## src/rtl/bscan_pkg.sv

```systemverilog
// Shared constants and the synchronized-input bundle for the BSCAN debug-register endpoint.
package bscan_pkg;

  localparam logic [31:0]  BSCANID_DEFAULT = 32'h0490_0101;
  localparam int unsigned  SYNC_STAGES_MIN = 2;
  localparam int unsigned  SYNC_STAGES_MAX = 4;
  localparam int unsigned  DR_WIDTH_MIN    = 8;
  localparam int unsigned  DR_WIDTH_MAX    = 64;

  // Synchronized copies of the BSCAN inputs that the endpoint actually uses
  typedef struct packed {
    logic reset;
    logic sel;
    logic capture;
    logic shift;
    logic update;
    logic tdi;
    logic tck;
    logic bscanid_en;
  } bscan_sync_t;

  localparam int unsigned SYNC_BITS = $bits(bscan_sync_t);

endpackage

```

## src/rtl/bscan_dr_sampler_if.sv

```systemverilog
// BSCAN port bundle plus the fabric-side capture/update handshake.
interface bscan_dr_sampler_if #(
  parameter int unsigned C_DR_WIDTH = 32
);
  logic                  s_drck;
  logic                  s_reset;
  logic                  s_sel;
  logic                  s_capture;
  logic                  s_shift;
  logic                  s_update;
  logic                  s_tdi;
  logic                  s_runtest;
  logic                  s_tck;
  logic                  s_tms;
  logic                  s_bscanid_en;
  logic                  s_tdo;
  logic [31:0]           s_bscanid;
  logic [C_DR_WIDTH-1:0] cap_data;
  logic [C_DR_WIDTH-1:0] upd_data;
  logic                  upd_valid;
  logic                  upd_ready;
  logic                  overrun;

  modport master (
    output s_drck, s_reset, s_sel, s_capture, s_shift, s_update, s_tdi,
           s_runtest, s_tck, s_tms, s_bscanid_en, cap_data, upd_ready,
    input  s_tdo, s_bscanid, upd_data, upd_valid, overrun
  );

  modport slave (
    input  s_drck, s_reset, s_sel, s_capture, s_shift, s_update, s_tdi,
           s_runtest, s_tck, s_tms, s_bscanid_en, cap_data, upd_ready,
    output s_tdo, s_bscanid, upd_data, upd_valid, overrun
  );
endinterface

```

## src/rtl/bscan_sync_bit.sv

```systemverilog
// Single-bit flop-chain synchronizer with async active-low reset.
module bscan_sync_bit #(
  parameter int unsigned C_STAGES = 2
) (
  input  logic clk,
  input  logic rst_n,
  input  logic d,
  output logic q
);

  logic [C_STAGES-1:0] sync_q;
  logic [C_STAGES-1:0] sync_d;

  always_comb begin
    sync_d = {sync_q[C_STAGES-2:0], d};
  end

  always_ff @(posedge clk or negedge rst_n) begin
    if (!rst_n) sync_q <= '0;
    else        sync_q <= sync_d;
  end

  assign q = sync_q[C_STAGES-1];

endmodule

```

## src/rtl/bscan_dr_sampler.sv

```systemverilog
// Fabric-clocked JTAG user data register: oversampled capture/shift/update with a
// valid/ready update port and a sticky overrun flag.
module bscan_dr_sampler
  import bscan_pkg::*;
#(
  parameter int unsigned C_DR_WIDTH    = 32,
  parameter logic [31:0] C_BSCANID     = BSCANID_DEFAULT,
  parameter int unsigned C_SYNC_STAGES = 2
) (
  input  logic              aclk,
  input  logic              aresetn,
  bscan_dr_sampler_if.slave bus
);

  localparam logic [C_DR_WIDTH-1:0] ID_DR = C_DR_WIDTH'(C_BSCANID);

  logic [SYNC_BITS-1:0] sync_in;
  logic [SYNC_BITS-1:0] sync_out;
  bscan_sync_t          s;

  assign sync_in = {bus.s_reset, bus.s_sel, bus.s_capture, bus.s_shift,
                    bus.s_update, bus.s_tdi, bus.s_tck, bus.s_bscanid_en};
  assign s       = bscan_sync_t'(sync_out);

  for (genvar i = 0; i < int'(SYNC_BITS); i++) begin : g_sync
    bscan_sync_bit #(.C_STAGES(C_SYNC_STAGES)) u_sync (
      .clk   (aclk),
      .rst_n (aresetn),
      .d     (sync_in[i]),
      .q     (sync_out[i])
    );
  end

  // Pins present on the BSCAN primitive that this endpoint never needs
  logic unused_inputs_c;
  assign unused_inputs_c = bus.s_drck ^ bus.s_runtest ^ bus.s_tms;

  logic                  tck_prev_q,     tck_prev_d;
  logic                  upd_sel_prev_q, upd_sel_prev_d;
  logic [C_DR_WIDTH-1:0] sr_q,           sr_d;
  logic                  tdo_q,          tdo_d;
  logic [C_DR_WIDTH-1:0] upd_data_q,     upd_data_d;
  logic                  upd_valid_q,    upd_valid_d;
  logic                  overrun_q,      overrun_d;

  logic tck_rise_c, tck_fall_c, upd_sel_c, upd_event_c;

  always_comb begin
    tck_rise_c     = s.tck & ~tck_prev_q;
    tck_fall_c     = ~s.tck & tck_prev_q;
    upd_sel_c      = s.update & s.sel;
    upd_event_c    = upd_sel_c & ~upd_sel_prev_q & ~s.bscanid_en;

    tck_prev_d     = s.tck;
    upd_sel_prev_d = upd_sel_c;
    sr_d           = sr_q;
    tdo_d          = tdo_q;
    upd_data_d     = upd_data_q;
    upd_valid_d    = upd_valid_q;
    overrun_d      = overrun_q;

    // Test-logic reset wipes only the JTAG-side register, never the fabric side
    if (s.reset) begin
      sr_d  = '0;
      tdo_d = 1'b0;
    end else begin
      if (tck_rise_c && s.sel) begin
        if (s.capture)    sr_d = s.bscanid_en ? ID_DR : bus.cap_data;
        else if (s.shift) sr_d = {s.tdi, sr_q[C_DR_WIDTH-1:1]};
      end
      if (tck_fall_c) tdo_d = sr_q[0];
    end

    // A new update may reuse the slot being handed off in the same cycle
    if (upd_event_c) begin
      if (!upd_valid_q || bus.upd_ready) begin
        upd_data_d  = sr_q;
        upd_valid_d = 1'b1;
      end else begin
        overrun_d   = 1'b1;
      end
    end else if (upd_valid_q && bus.upd_ready) begin
      upd_valid_d = 1'b0;
    end
  end

  always_ff @(posedge aclk or negedge aresetn) begin
    if (!aresetn) begin
      tck_prev_q     <= 1'b0;
      upd_sel_prev_q <= 1'b0;
      sr_q           <= '0;
      tdo_q          <= 1'b0;
      upd_data_q     <= '0;
      upd_valid_q    <= 1'b0;
      overrun_q      <= 1'b0;
    end else begin
      tck_prev_q     <= tck_prev_d;
      upd_sel_prev_q <= upd_sel_prev_d;
      sr_q           <= sr_d;
      tdo_q          <= tdo_d;
      upd_data_q     <= upd_data_d;
      upd_valid_q    <= upd_valid_d;
      overrun_q      <= overrun_d;
    end
  end

  assign bus.s_tdo     = tdo_q;
  assign bus.s_bscanid = C_BSCANID;
  assign bus.upd_data  = upd_data_q;
  assign bus.upd_valid = upd_valid_q;
  assign bus.overrun   = overrun_q;

endmodule

```

## src/flat_wrapper.sv

```systemverilog
// flat-port wrapper written by rule: the top's interface ports become plain ports
module bscan_dr_sampler_flat import bscan_pkg::*;
#(
  parameter int unsigned C_DR_WIDTH    = 32,
  parameter logic [31:0] C_BSCANID     = BSCANID_DEFAULT,
  parameter int unsigned C_SYNC_STAGES = 2
)
  (aclk, aresetn, bus_s_drck, bus_s_reset, bus_s_sel, bus_s_capture, bus_s_shift, bus_s_update, bus_s_tdi, bus_s_runtest, bus_s_tck, bus_s_tms, bus_s_bscanid_en, bus_cap_data, bus_upd_ready, bus_s_tdo, bus_s_bscanid, bus_upd_data, bus_upd_valid, bus_overrun);
  bscan_dr_sampler_if #(.C_DR_WIDTH(C_DR_WIDTH)) bus_i ();
  input  logic aclk;
  input  logic aresetn;
  input wire logic [$bits(bus_i.s_drck)-1:0] bus_s_drck;
  input wire logic [$bits(bus_i.s_reset)-1:0] bus_s_reset;
  input wire logic [$bits(bus_i.s_sel)-1:0] bus_s_sel;
  input wire logic [$bits(bus_i.s_capture)-1:0] bus_s_capture;
  input wire logic [$bits(bus_i.s_shift)-1:0] bus_s_shift;
  input wire logic [$bits(bus_i.s_update)-1:0] bus_s_update;
  input wire logic [$bits(bus_i.s_tdi)-1:0] bus_s_tdi;
  input wire logic [$bits(bus_i.s_runtest)-1:0] bus_s_runtest;
  input wire logic [$bits(bus_i.s_tck)-1:0] bus_s_tck;
  input wire logic [$bits(bus_i.s_tms)-1:0] bus_s_tms;
  input wire logic [$bits(bus_i.s_bscanid_en)-1:0] bus_s_bscanid_en;
  input wire logic [$bits(bus_i.cap_data)-1:0] bus_cap_data;
  input wire logic [$bits(bus_i.upd_ready)-1:0] bus_upd_ready;
  output wire logic [$bits(bus_i.s_tdo)-1:0] bus_s_tdo;
  output wire logic [$bits(bus_i.s_bscanid)-1:0] bus_s_bscanid;
  output wire logic [$bits(bus_i.upd_data)-1:0] bus_upd_data;
  output wire logic [$bits(bus_i.upd_valid)-1:0] bus_upd_valid;
  output wire logic [$bits(bus_i.overrun)-1:0] bus_overrun;
  assign bus_i.s_drck = bus_s_drck;
  assign bus_i.s_reset = bus_s_reset;
  assign bus_i.s_sel = bus_s_sel;
  assign bus_i.s_capture = bus_s_capture;
  assign bus_i.s_shift = bus_s_shift;
  assign bus_i.s_update = bus_s_update;
  assign bus_i.s_tdi = bus_s_tdi;
  assign bus_i.s_runtest = bus_s_runtest;
  assign bus_i.s_tck = bus_s_tck;
  assign bus_i.s_tms = bus_s_tms;
  assign bus_i.s_bscanid_en = bus_s_bscanid_en;
  assign bus_i.cap_data = bus_cap_data;
  assign bus_i.upd_ready = bus_upd_ready;
  assign bus_s_tdo = bus_i.s_tdo;
  assign bus_s_bscanid = bus_i.s_bscanid;
  assign bus_upd_data = bus_i.upd_data;
  assign bus_upd_valid = bus_i.upd_valid;
  assign bus_overrun = bus_i.overrun;
  bscan_dr_sampler #(.C_DR_WIDTH(C_DR_WIDTH), .C_BSCANID(C_BSCANID), .C_SYNC_STAGES(C_SYNC_STAGES)) u_core (.aclk(aclk), .aresetn(aresetn), .bus(bus_i));
endmodule
```

## config.mk

```make
export PLATFORM = sky130hd
export DESIGN_NAME = bscan_dr_sampler_flat
export DESIGN_NICKNAME = d
export VERILOG_FILES = /design/src/rtl/bscan_pkg.sv /design/src/rtl/bscan_dr_sampler_if.sv /design/src/rtl/bscan_sync_bit.sv /design/src/rtl/bscan_dr_sampler.sv /design/src/flat_wrapper.sv
export SDC_FILE = /design/constraint.sdc
export NUM_CORES = 1
export LEC_CHECK = 0
export BUFFER_PORTS_ARGS = -buffer_cell sky130_fd_sc_hd__buf_2
export CORE_ASPECT_RATIO = 0.6
export CORE_MARGIN = 5
export CORE_UTILIZATION = 51
export CTS_CLUSTER_DIAMETER = 30
export DETAILED_ROUTE_END_ITERATION = 8
export HOLD_SLACK_MARGIN = 0.12
export PLACE_DENSITY = 0.79
export REMOVE_ABC_BUFFERS = 1
export SYNTH_ARGS = -nofsm -noshare
export SYNTH_HDL_FRONTEND = slang
export SYNTH_HIERARCHICAL = 1
export SYNTH_SLANG_ARGS = --single-unit
```

## constraint.sdc

```tcl
create_clock -name aclk -period 1.95 [get_ports aclk]
set_input_delay 0.39 -clock aclk [delete_from_list [all_inputs] [get_ports aclk]]
set_output_delay 0.39 -clock aclk [all_outputs]
set_load 0.02 [all_outputs]
```

Word level (Yosys, flattened, before mapping)
Index checks and enable logic that the tools add are counted.
{"block": "classes", "eq_ne": 1, "muxes": 10, "n_bitwise": 10, "n_reduce_logical": 12}
{"operator": "$mux 32", "n": 5}
{"operator": "$reduce_and 2->1", "n": 4}
{"operator": "$reduce_bool 2->1", "n": 3}
{"operator": "$and 1x1->1", "n": 5}
{"operator": "$mux 1", "n": 5}
{"operator": "$not 1->1", "n": 5}
{"operator": "$reduce_bool 3->1", "n": 1}
{"operator": "$logic_and 1x1->1", "n": 2}
{"operator": "$ne 2x2->1 const B", "n": 1}
{"operator": "$logic_not 1->1", "n": 1}
{"operator": "$logic_or 1x1->1", "n": 1}
{"block": "word_totals", "reg_bits": 85, "inputBits": 46, "output_inout_bits": 67}

Longest topological paths before layout
{"block": "depth", "word_depth": 5, "mapped_depth": 5, "mapped_depth_nobuf": 3}

By module
Netlist, hierarchy kept.
{"module": "bscan_dr_sampler", "instances": 1, "cells_each": 259, "area_each_um2": 3339.5, "seq_area_each_um2": 1726.7}
{"module": "bscan_sync_bit", "instances": 8, "cells_each": 2, "area_each_um2": 50.0, "seq_area_each_um2": 50.0}

Worst setup path after synthesis
Ideal clock, no wire load.
{"block": "synth_path", "path_type": "register to register", "start": "register u_core.upd_valid_q (netlist: u_core/bus.upd_valid)", "end": "register u_core.upd_data_q[21] (netlist: u_core/bus.upd_data[21])", "t_arrival_ns": 1.263, "setup_slack_ns": 0.563, "path_stages_with_launch": 5, "n_path_buf": 1, "cell_sequence": "dfrtp_1 -> nand2b_1 -> nand3_1 -> buf_2 -> mux2_2"}
{"block": "synth_via", "elab_chain_len": 3}
{"item": "start, declared", "line": "bscan_dr_sampler.sv:43", "source": "logic upd_valid_q, upd_valid_d;"}
{"item": "start signal, assigned", "line": "bscan_dr_sampler.sv:102", "source": "upd_valid_q <= upd_valid_d;"}
{"item": "$logic_not 1->1", "line": "bscan_dr_sampler.sv:76", "source": "if (!upd_valid_q || bus.upd_ready) begin"}
{"item": "$logic_or 1x1->1", "line": "bscan_dr_sampler.sv:76"}
{"item": "$reduce_and 2->1 (no line)"}
{"item": "end signal, assigned", "line": "bscan_dr_sampler.sv:101", "source": "upd_data_q <= upd_data_d;"}
{"item": "end, declared", "line": "bscan_dr_sampler.sv:42", "source": "logic [C_DR_WIDTH-1:0] upd_data_q, upd_data_d;"}
No other way between the ends.
A chain may end at the register's enable or synchronous reset.

Worst setup path after layout
{"block": "layout_path", "start": "register u_core.g_sync[5].u_sync.sync_q[1]", "end": "register u_core.sr_q[2]"}
{"block": "layout_via", "elab_chain_len": 3, "elab_cells_between_ends": 5, "cone_classes": "mux: 3; reduce/logical: 2"}
{"item": "start, declared", "line": "bscan_sync_bit.sv:11", "source": "logic [C_STAGES-1:0] sync_q;"}
{"item": "start signal, assigned", "line": "bscan_sync_bit.sv:20", "source": "else sync_q <= sync_d;"}
{"item": "$mux 32", "line": "bscan_dr_sampler.sv:68", "source": "if (s.capture) sr_d = s.bscanid_en ? ID_DR : bus.cap_data;"}
{"item": "$mux 32", "line": "bscan_dr_sampler.sv:67", "source": "if (tck_rise_c && s.sel) begin"}
{"item": "$mux 32", "line": "bscan_dr_sampler.sv:63", "source": "if (s.reset) begin"}
{"item": "end signal, assigned", "line": "bscan_dr_sampler.sv:99", "source": "sr_q <= sr_d;"}
{"item": "end, declared", "line": "bscan_dr_sampler.sv:40", "source": "logic [C_DR_WIDTH-1:0] sr_q, sr_d;"}
Several ways; a longest one is shown, not always the timed one. The select of a mux whose other input is x is not followed.

==> results.py <==
metrics = {
    "run_status": {
        "status": "completed",
    },
    "logic_synthesis": {
        "synthTopCellsByArea": "dfrtp_1, o2bb2ai_2, mux2_2",
        "ys_ff_latch": 85,
        "synth_seq_area_share": 0.569,
        "synth_adder_area_share": 0,
        "ys_warn_count": 6,
        "synth-xor-area-share": 0,
        "synth_top_family_by_area": "compound AO/OA/AOI/OAI gates",
        "syn_avg_cell_area_um2": 13.6,
        "synth_cells": 275,
        "yosys.area.top_type_share": 0.569,
        "synth_cell_types": 25,
        "synth-compound-area-share": 0.173,
        "yosys.area.top_type": "dfrtp_1",
        "synthMuxAreaShare": 0.104,
        "yosys.area_share.simple": 0.0612,
        "netlist_area_um2": 3740,
    },
    "global_route": {
        "use_met1": 0.238,
        "use_met3": 0.0705,
        "grt_remaining_overflow": 0,
        "grt_use_met2": 0.270,
        "grt.total_usage": 0.176,
        "top_usage_layer": "met2",
        "grt_max_degree": 44,
        "grt_antenna_before_repair": 0,
        "grt_pass1_wl_mm": 12.5,
        "grt_pass1_vias": 2391,
    },
    "pwr": {
        "power_frac_comb": 0.084,
        "power.internal_w": 0.00321,
        "p_leak_nw": 2.26,
        "vdd_drop_max_mv": 0.691,
        "p_switching_w": 0.000932,
        "seqPwrFrac": 0.445,
        "pwr-share-clk": 0.472,
        "netSwitchingFraction": 0.225,
        "power_density_nw_per_um2": 928,
    },
    "place": {
        "place_hpwl_mm": 5.26,
        "pre_cts_ws_ns": 0.299,
        "port-buffer-count": 77,
        "place.gp.congestion": 0.781,
        "dp.cells": 433,
    },
    "route": {
        "vias": 2260,
        "ant_nets": 0,
        "routed_wl_mm": 7.67,
        "viasPerCell": 5.02,
        "drtIter0Drc": 119,
        "wire_per_inst_um": 17.0,
        "drc": 0,
        "first_pass_iters": 4,
    },
    "timing": {
        "drv_slew": 0,
        "tightest_slew_ns": 1.05,
        "hold_viol_final": 0,
        "fmax_mhz": 601,
        "setup_violations": 0,
        "min_period_ns": 1.66,
        "maxSlewHeadroom": 0.300,
        "fin_crit_sh": 0.853,
        "finClkSkew_ns": 0.00479,
        "setup_ws_ns": 0.287,
        "rsz0062_at_grt": "no",
        "hold-worst-slack_ns": 0.158,
    },
    "finish": {
        "area_growth_pct": 19.5,
        "final_cells": 450,
        "final-seq-area_um2": 2130,
        "multiInputGateArea_um2": 1400,
        "drive_gt1_frac": 0.437,
        "fin_nets": 400,
        "nFillCells": 619,
        "n_antenna_cell": 0,
    },
    "critical_path": {
        "reg2reg_depth": 3,
        "rr_startpoint": "u_core/g_sync[5].u_sync/sync_q[1]",
        "cp-end-kind": "flip-flop",
        "worstReg2RegEnd": "u_core/sr_q[2]",
        "cp.arrival_ns": 1.92,
        "required_ns": 2.21,
        "path_class": "reg -> reg",
        "worstPathMaxFanout": 32,
        "regToRegSetupSlack_ns": 0.29,
        "start_kind": "flip-flop",
    },
    "floorplanning": {
        "die_h_um": 76.3,
        "fp-row-count": 24,
        "die_x_um": 121,
        "dieArea_um2": 9200,
        "ios": 113,
        "initial_core_util": 0.519,
        "core_um2": 7210,
    },
    "clocking": {
        "clkLatencyLatePin_ns": 0.34,
        "post-cts-setup-buffers": 0,
        "h-tree-depth": 3,
        "tritoncts": "done",
        "cts.clk_slew.worst_paths_ns": 0.06,
        "cts_buffer_depth": 2,
        "cts_buffers": 9,
        "root_buffer": "clkbuf_16",
        "cts_sinks": 85,
    },
    "min_path": {
        "hold_path_class": "in -> reg",
        "hold_depth": 1,
        "min-delay-start": "bus_s_bscanid_en",
        "min_to": "u_core/g_sync[0].u_sync/sync_q[0]",
    },
    "job": {
        "maxCapViolations": 0,
    },
}
[worst max-delay path by stage]
| stage | startpoint | endpoint | slack, ns | depth (start not counted) |
|---|---|---|---|---|
| 2_1_floorplan | u_core/g_sync[5].u_sync/sync_q[1] | u_core/sr_q[1] | -0.40 | 3 |
| 3_3_place_gp | u_core/g_sync[5].u_sync/sync_q[1] | u_core/sr_q[2] | 0.35 | 3 |
| 3_5_place_dp | u_core/g_sync[5].u_sync/sync_q[1] | u_core/sr_q[2] | 0.30 | 3 |
| 4_1_cts | u_core/g_sync[5].u_sync/sync_q[1] | u_core/sr_q[2] | 0.29 | 3 |
| 5_1_grt | u_core/g_sync[5].u_sync/sync_q[1] | u_core/sr_q[1] | 0.15 | 3 |
| 6_report | u_core/g_sync[5].u_sync/sync_q[1] | u_core/sr_q[2] | 0.29 | 3 |
[per-stage QoR]
| stage | setup TNS (ns) | cell area (um^2) | power, W | util |
|---|---|---|---|---|
| final | 0 | 4470 | 0.00414 | 0.620 |
| after CTS | 0 | 4470 | 0.00420 | 0.620 |
| after detailed placement | 0 | 4120 | 0.00222 | 0.571 |
| after floorplan | -14.27 | 3520 | 0.00206 | - |
| after global placement | 0 | 4120 | 0.00221 | 0.571 |
| after global routing | 0 | 4470 | 0.00430 | 0.620 |
[kinds of logic after synthesis]
| group | count (synthesis) |
|---|---|
| flip-flops | 85 |
| AO/OA/AOI/OAI | 65 |
| buffers and inverters | 50 |
| AND/OR/NAND/NOR | 38 |
| multiplexers | 35 |
| other | 2 |
[repair_timing]
item,CTS,global route
hold buffers,1,0
endpoints found under the hold margin,26,0
resized for setup,0,0
[worst max-delay path, cell delays in order (launching register included)]
cell and delay [ns]:
dfrtp_1 0.38, o21ai_1 0.16, o31a_2 0.85, o2bb2ai_1 0.19
[sequential cells by signal, summed over array words and instances, names as in the netlist]
| name | cells |
|---|---|
| u_core/tck_prev_q | 1 |
| u_core/bus.overrun | 1 |
| u_core/g_sync.u_sync/sync_q | 16 |
| u_core/upd_sel_prev_q | 1 |
| u_core/bus.s_tdo | 1 |
| u_core/bus.upd_data | 32 |
| u_core/sr_q | 32 |
| u_core/bus.upd_valid | 1 |
[Yosys cell counts]
cell,count
a21oi_1,25
and2_1,1
and2b_1,1
buf_2,8
buf_4,32
buf_6,3
clkbuf_1,5
conb_1,2
dfrtp_1,85
inv_1,2
mux2_1,8
mux2_2,24
mux2i_1,3
nand2_1,2
nand2b_1,3
nand3_1,1
nor2_1,2
nor2b_1,27
o21ai_1,1
o21bai_1,1
o22ai_1,5
o2bb2ai_1,2
o2bb2ai_2,30
o31a_1,1
or4_1,1
[placed cells by master (no fill, tap or decap)]
cell / n
nor2b_2: 1
buf_4: 7
nor2_1: 2
bufinv_16: 3
and2b_1: 1
nand2b_1: 3
clkbuf_8: 1
o21ai_1: 1
or4_2: 1
mux2_1: 8
clkbuf_1: 2
conb_1: 32
clkbuf_16: 9
buf_2: 76
a21oi_1: 25
and2_1: 1
o22ai_1: 5
mux2_2: 24
o21bai_1: 1
mux2i_1: 3
nand3_2: 1
dlygate4sd3_1: 1
buf_12: 2
dfrtp_1: 85
clkinv_2: 1
o2bb2ai_1: 2
o2bb2ai_2: 30
nor2b_1: 26
nand2_1: 2
o31a_2: 1
inv_1: 2
[layout make-up]
cell class,count,share of cell area
Timing Repair Buffer,86,0.108
Tap cell,91,0.0255
Clock inverter,4,0.0213
Clock buffer,12,0.0552
Sequential cell,85,0.476
Inverter,2,0.00168
Multi-Input combinational cell,170,0.312
[layer usage]
layer,up-vias,part of all wire
li1,1057,-
met1,1129,0.47
met2,68,0.47
met3,6,0.060
met4,0,0.0061
met5,-,0
[power by group through the flow]
stage	Combinational (W)	Sequential, W	Clock [W]
2_1_floorplan	0.000162	0.00190	0
3_5_place_dp	0.000348	0.00187	0
6_report	0.000348	0.00184	0.00195
3_3_place_gp	0.000341	0.00187	0
5_1_grt	0.000379	0.00185	0.00207
4_1_cts	0.000351	0.00184	0.00200
Note: power is estimated with default switching activity, not from simulation.
